===== src/rtl/alu_ctrl_pkg.sv =====
// Shared encodings and widths for the two-requester ALU sharing controller.
package alu_ctrl_pkg;

  localparam int OPND_W = 3;
  localparam int RES_W  = 4;

  localparam logic [1:0] OP_ADD = 2'b00;
  localparam logic [1:0] OP_SUB = 2'b01;
  localparam logic [1:0] OP_XOR = 2'b10;
  localparam logic [1:0] OP_AND = 2'b11;

  typedef enum logic [1:0] {
    IDLE = 2'b00,
    EXEC = 2'b01,
    RESP = 2'b10
  } state_t;

endpackage


===== src/rtl/rr_arb2.sv =====
// Two-way round-robin arbiter; on a tie the requester that did not win last time wins.
module rr_arb2 (
  input  logic [1:0] req,
  input  logic       last_grant,
  input  logic       en,
  output logic [1:0] grant
);

  always_comb begin
    grant = 2'b00;
    if (en) begin
      if (req == 2'b11) begin
        grant = last_grant ? 2'b01 : 2'b10;
      end else begin
        grant = req;
      end
    end
  end

endmodule


===== src/rtl/alu_share_ctrl.sv =====
// Time-shares one external 3-bit ALU between two requesters, one operation in flight.
module alu_share_ctrl
  import alu_ctrl_pkg::*;
#(
  parameter int ALU_SETTLE = 1
) (
  input  logic                clk,
  input  logic                rst_n,
  input  logic                req0_valid,
  output logic                req0_ready,
  input  logic [1:0]          req0_op,
  input  logic [OPND_W-1:0]   req0_a,
  input  logic [OPND_W-1:0]   req0_b,
  input  logic                req0_cin,
  input  logic                req1_valid,
  output logic                req1_ready,
  input  logic [1:0]          req1_op,
  input  logic [OPND_W-1:0]   req1_a,
  input  logic [OPND_W-1:0]   req1_b,
  input  logic                req1_cin,
  output logic                rsp0_valid,
  input  logic                rsp0_ready,
  output logic [RES_W-1:0]    rsp0_data,
  output logic                rsp1_valid,
  input  logic                rsp1_ready,
  output logic [RES_W-1:0]    rsp1_data,
  output logic [1:0]          alu_mode,
  output logic [OPND_W-1:0]   alu_a,
  output logic [OPND_W-1:0]   alu_b,
  output logic                alu_cin,
  input  logic [RES_W-1:0]    alu_result,
  output state_t              fsm_state
);

  localparam logic [3:0] SETTLE_M1 = 4'(ALU_SETTLE - 1);

  state_t             state;
  logic [3:0]         cnt;
  logic               owner;
  logic               last_grant;
  logic [RES_W-1:0]   result;
  logic [1:0]         grant;

  // Handshakes: a transfer happens in the cycle where valid && ready are both 1.
  // Requesters hold valid (and payload) until ready; ready is only raised in IDLE
  // for the arbitration winner, so it never appears without its own valid.
  rr_arb2 u_arb (
    .req        ({req1_valid, req0_valid}),
    .last_grant (last_grant),
    .en         (state == IDLE),
    .grant      (grant)
  );

  assign req0_ready = grant[0];
  assign req1_ready = grant[1];

  assign rsp0_valid = (state == RESP) && !owner;
  assign rsp1_valid = (state == RESP) &&  owner;
  assign rsp0_data  = result;
  assign rsp1_data  = result;
  assign fsm_state  = state;

  always_ff @(posedge clk or negedge rst_n) begin
    if (!rst_n) begin
      state      <= IDLE;
      cnt        <= 4'd0;
      owner      <= 1'b0;
      last_grant <= 1'b1;
      alu_mode   <= 2'b00;
      alu_a      <= '0;
      alu_b      <= '0;
      alu_cin    <= 1'b0;
      result     <= '0;
    end else begin
      case (state)
        IDLE: begin
          if (grant[0]) begin
            alu_mode <= req0_op;
            alu_a    <= req0_a;
            alu_b    <= req0_b;
            alu_cin  <= req0_cin;
            owner    <= 1'b0;
            cnt      <= SETTLE_M1;
            state    <= EXEC;
          end else if (grant[1]) begin
            alu_mode <= req1_op;
            alu_a    <= req1_a;
            alu_b    <= req1_b;
            alu_cin  <= req1_cin;
            owner    <= 1'b1;
            cnt      <= SETTLE_M1;
            state    <= EXEC;
          end
        end
        EXEC: begin
          // ALU inputs stay frozen; sample only once the settle window has elapsed.
          if (cnt != 4'd0) begin
            cnt <= cnt - 4'd1;
          end else begin
            result <= alu_result;
            state  <= RESP;
          end
        end
        RESP: begin
          if (owner ? rsp1_ready : rsp0_ready) begin
            last_grant <= owner;
            state      <= IDLE;
          end
        end
        default: state <= IDLE;
      endcase
    end
  end

endmodule


===== config.mk =====
export PLATFORM = sky130hd
export DESIGN_NAME = alu_share_ctrl
export DESIGN_NICKNAME = d
export VERILOG_FILES = /design/src/rtl/alu_ctrl_pkg.sv /design/src/rtl/rr_arb2.sv /design/src/rtl/alu_share_ctrl.sv
export SDC_FILE = /design/constraint.sdc
export NUM_CORES = 1
export LEC_CHECK = 0
export ABC_AREA = 1
export BUFFER_PORTS_ARGS = -buffer_cell sky130_fd_sc_hd__clkbuf_2
export CAP_MARGIN = 15
export CORE_UTILIZATION = 47
export DETAILED_ROUTE_END_ITERATION = 12
export PLACE_DENSITY = 0.79
export SYNTH_ARGS = -nofsm -noshare
export SYNTH_HDL_FRONTEND = slang
export SYNTH_SLANG_ARGS = --single-unit
export TNS_END_PERCENT = 20

===== constraint.sdc =====
create_clock -name clk -period 1.4 [get_ports clk]
set_clock_uncertainty 0.05 [all_clocks]
set_input_delay 0 -clock clk [delete_from_list [all_inputs] [get_ports clk]]
set_output_delay 0 -clock clk [all_outputs]
set_load 0.03 [all_outputs]

==> impl_metrics.tcl <==
set metrics [dict create \
    row_count 18 \
    min_period_over_period_pct 97.5 \
    status "complete, no violations" \
    hold_depth 5 \
    min-delay-start "req0_a[1]" \
    synth_area_per_cell_um2 7.55 \
    die_w_um 52.9 \
    drive_gt1_share_pct 32.6 \
    core_um2 2450 \
    r2r_setup_slack_ps 90 \
    grt_pass1_vias 1265 \
    cp.required_ps 1350 \
    synth_warnings 0 \
    viasPerCell 4.84 \
    r2r_start "fsm_state[0]" \
    cts.sinks 21 \
    power_leakage_nw 1.08 \
    die_h_um 52.9 \
    antenna_cells 0 \
    slew_headroom_pct 66.4 \
    cp_slowest_cell "dfstp_2" \
    hold_path_class "primary input to register" \
    overflow 0 \
    hpwl_mm 1.97 \
    tns_ps 0 \
    dieArea_um2 2800 \
    peakVddDrop_mv 1.83 \
    grt_max_degree 22 \
    worst-path-buf-inv 3 \
    max_freq_ghz 0.733 \
    synth_top_area_cell "dfrtp_1" \
    area_growth_pct 49.5 \
    top_level_ports 51 \
    cp.arrival_ps 1310 \
    critPathMaxStageDelay_ps 540 \
    synth_cells 161 \
    clockBufferDepth 2 \
    fin_util_pct 74.1 \
    synth_area_leaders "dfrtp_1 41%, nand2_1 14%, inv_1 11%" \
    grt_setup_unrepaired "true" \
    grt_usage_pct 27.4 \
    clock_latency_ps 300 \
    slew_viol_final 0 \
    drt-pass1-iter-count 4 \
    synth_nets 191 \
    antenna_found_initial 0 \
    synthesis.area_um2 1220 \
    path_max_fanout 2 \
    cts_root_buffer "clkbuf_4" \
    crit_family "flip-flops" \
    rr_worst_depth 6 \
    cts_tree "yes" \
    end_kind "output port" \
    finalSetupViolations 0 \
    hold_viol 0 \
    clkTransAtPathRegs_ps 120 \
    start_util_pct 49.5 \
    dpl.cell_count 237 \
    ys_types 24 \
    wl_per_cell_um 11.8 \
    htreeDepth 1 \
    critPathLaunchType "register" \
    tightest_slew_ps 503 \
    final_antenna_net_count 0 \
    cts-buffers-inserted 3 \
    powerDensity_nw_per_um2 2070 \
    via_count 1301 \
    r2r_end "alu_a[0]" \
    crit_type "register to output port" \
    cp_common_cell "inv_1" \
    place.gp.congestion 0.761 \
    drv_cap 0 \
    seq_area_frac_synth_pct 43.3 \
    final_cells 269 \
    route.detailed.drc 0 \
    drtIter0Drc 17 \
    crit_chain "inv_1 -> o21ai_1 -> inv_1 -> buf_8" \
    numPortBuffers 50 \
    yosys_register_bits 21 \
    synth_top_area_share_pct 41.2 \
    grt_pass1_wl_mm 5.30 \
    nets 270 \
    holdPathEnd "alu_a[1]" \
    period_needed_ps 1360 \
    routed_wl_mm 3.18 \
]
cell type report:
| cell class | count | area [µm²] |
|---|---|---|
| clock buffers | 3 | 22.5 |
| clock inverters | 1 | 5.00 |
| fillers | 191 | 637 |
| inverters | 38 | 143 |
| multi-input cells | 95 | 514 |
| flip-flops and latches | 21 | 528 |
| well taps | 30 | 37.5 |
| repair buffers | 81 | 568 |
cell families after synthesis:
family	synth area share (%)
AOI/OAI and AO/OA	4.32
xor gates and xnor gates	0.720
adders and majority gates	2.06
buffers and inverters	16.5
DFF	43.3
and+or+nand+nor	33.1
per-layer routing:
metal	vias up	part of all wire (%)	GRT usage, %	wire length, µm
li1	648	-	-	-
met1	599	39	29.2	1240
met2	40	53	49.6	1680
met3	14	3.4	4.60	107
met4	0	4.8	16.7	153
met5	-	0	0	0
cell usage after synthesis:
cell type and n:
nand2_1 45, inv_1 37, dfrtp_1 20, nand3_1 13, nand4_1 10, nor2_1 7
o21ai_1 5, buf_4 4, buf_6 2, ha_1 2, nand2_2 2, o21ai_2 2
a21oi_1 1, buf_2 1, dfstp_2 1, inv_2 1, nand2_4 1, nand3_2 1
nand3b_1 1, nand4_4 1, nor2_2 1, nor2_4 1, o21ai_0 1, xor2_1 1
state kept, by name, indices dropped and copies added (netlist names), 2 cells and up:
register and count:
fsm_state 2, rsp0_data 4, alu_mode 2, cnt 4
alu_a 3, alu_b 3
where the power goes:
group          internal (mW)  switching (mW)  leakage [nW]
clock                  0.107           0.186        0.0177
combinational          0.811            1.56         0.800
sequential             0.902           0.194         0.258
total                   1.82            1.94          1.08
how the worst max path moves through the flow:
stage,from,to,cells past startpoint
after floorplan,fsm_state[1],req1_ready,6
after global placement,cnt[0],cnt[1],8
after detailed placement,cnt[0],cnt[0],8
after CTS,fsm_state[1],req1_ready,6
after global routing,fsm_state[0],req1_ready,6
final,last_grant,req1_ready,4
metrics by stage:
step / total power, mW / setup WS (ps) / instance area (µm²) / hold slack (ps)
floorplan: 2.75 / 70.7 / 1220 / -346
global placement: 3.17 / 97.2 / 1470 / -54.3
detailed placement: 3.23 / 30.1 / 1470 / -51.8
CTS: 3.68 / -7.33 / 1790 / 4.74
global route: 4.06 / -38.2 / 1820 / 30.6
finish: 3.76 / 35.1 / 1820 / 29.9
placed cells by master, fill, tap and decap left out, drive strengths merged:
| cell | count |
|---|---|
| nand3b | 1 |
| xor2 | 1 |
| dfstp | 1 |
| nand4 | 11 |
| clkbuf | 51 |
| nand3 | 14 |
| dfrtp | 20 |
| o21ai | 8 |
| inv | 38 |
| ha | 2 |
| buf | 9 |
| a21oi | 1 |
| nor2 | 9 |
| dlygate4sd3 | 24 |
| nand2 | 48 |
| clkinv | 1 |
worst reg2reg max path, stage by stage, from the launching register on:
cell     delay (ps)
dfrtp_1         440
nor2_4          140
buf_4           120
buf_4           160
nand4_1         130
nand3_1         120
nand2_1          50
what timing repair did:
item,CTS,global route
buffers inserted,3,1
pin swaps,1,1
hold buffers,24,0
setup endpoints to repair,2,9
gates resized for setup,7,12
endpoints found under the hold margin,36,0
Note: power is estimated with default switching activity, not from simulation.
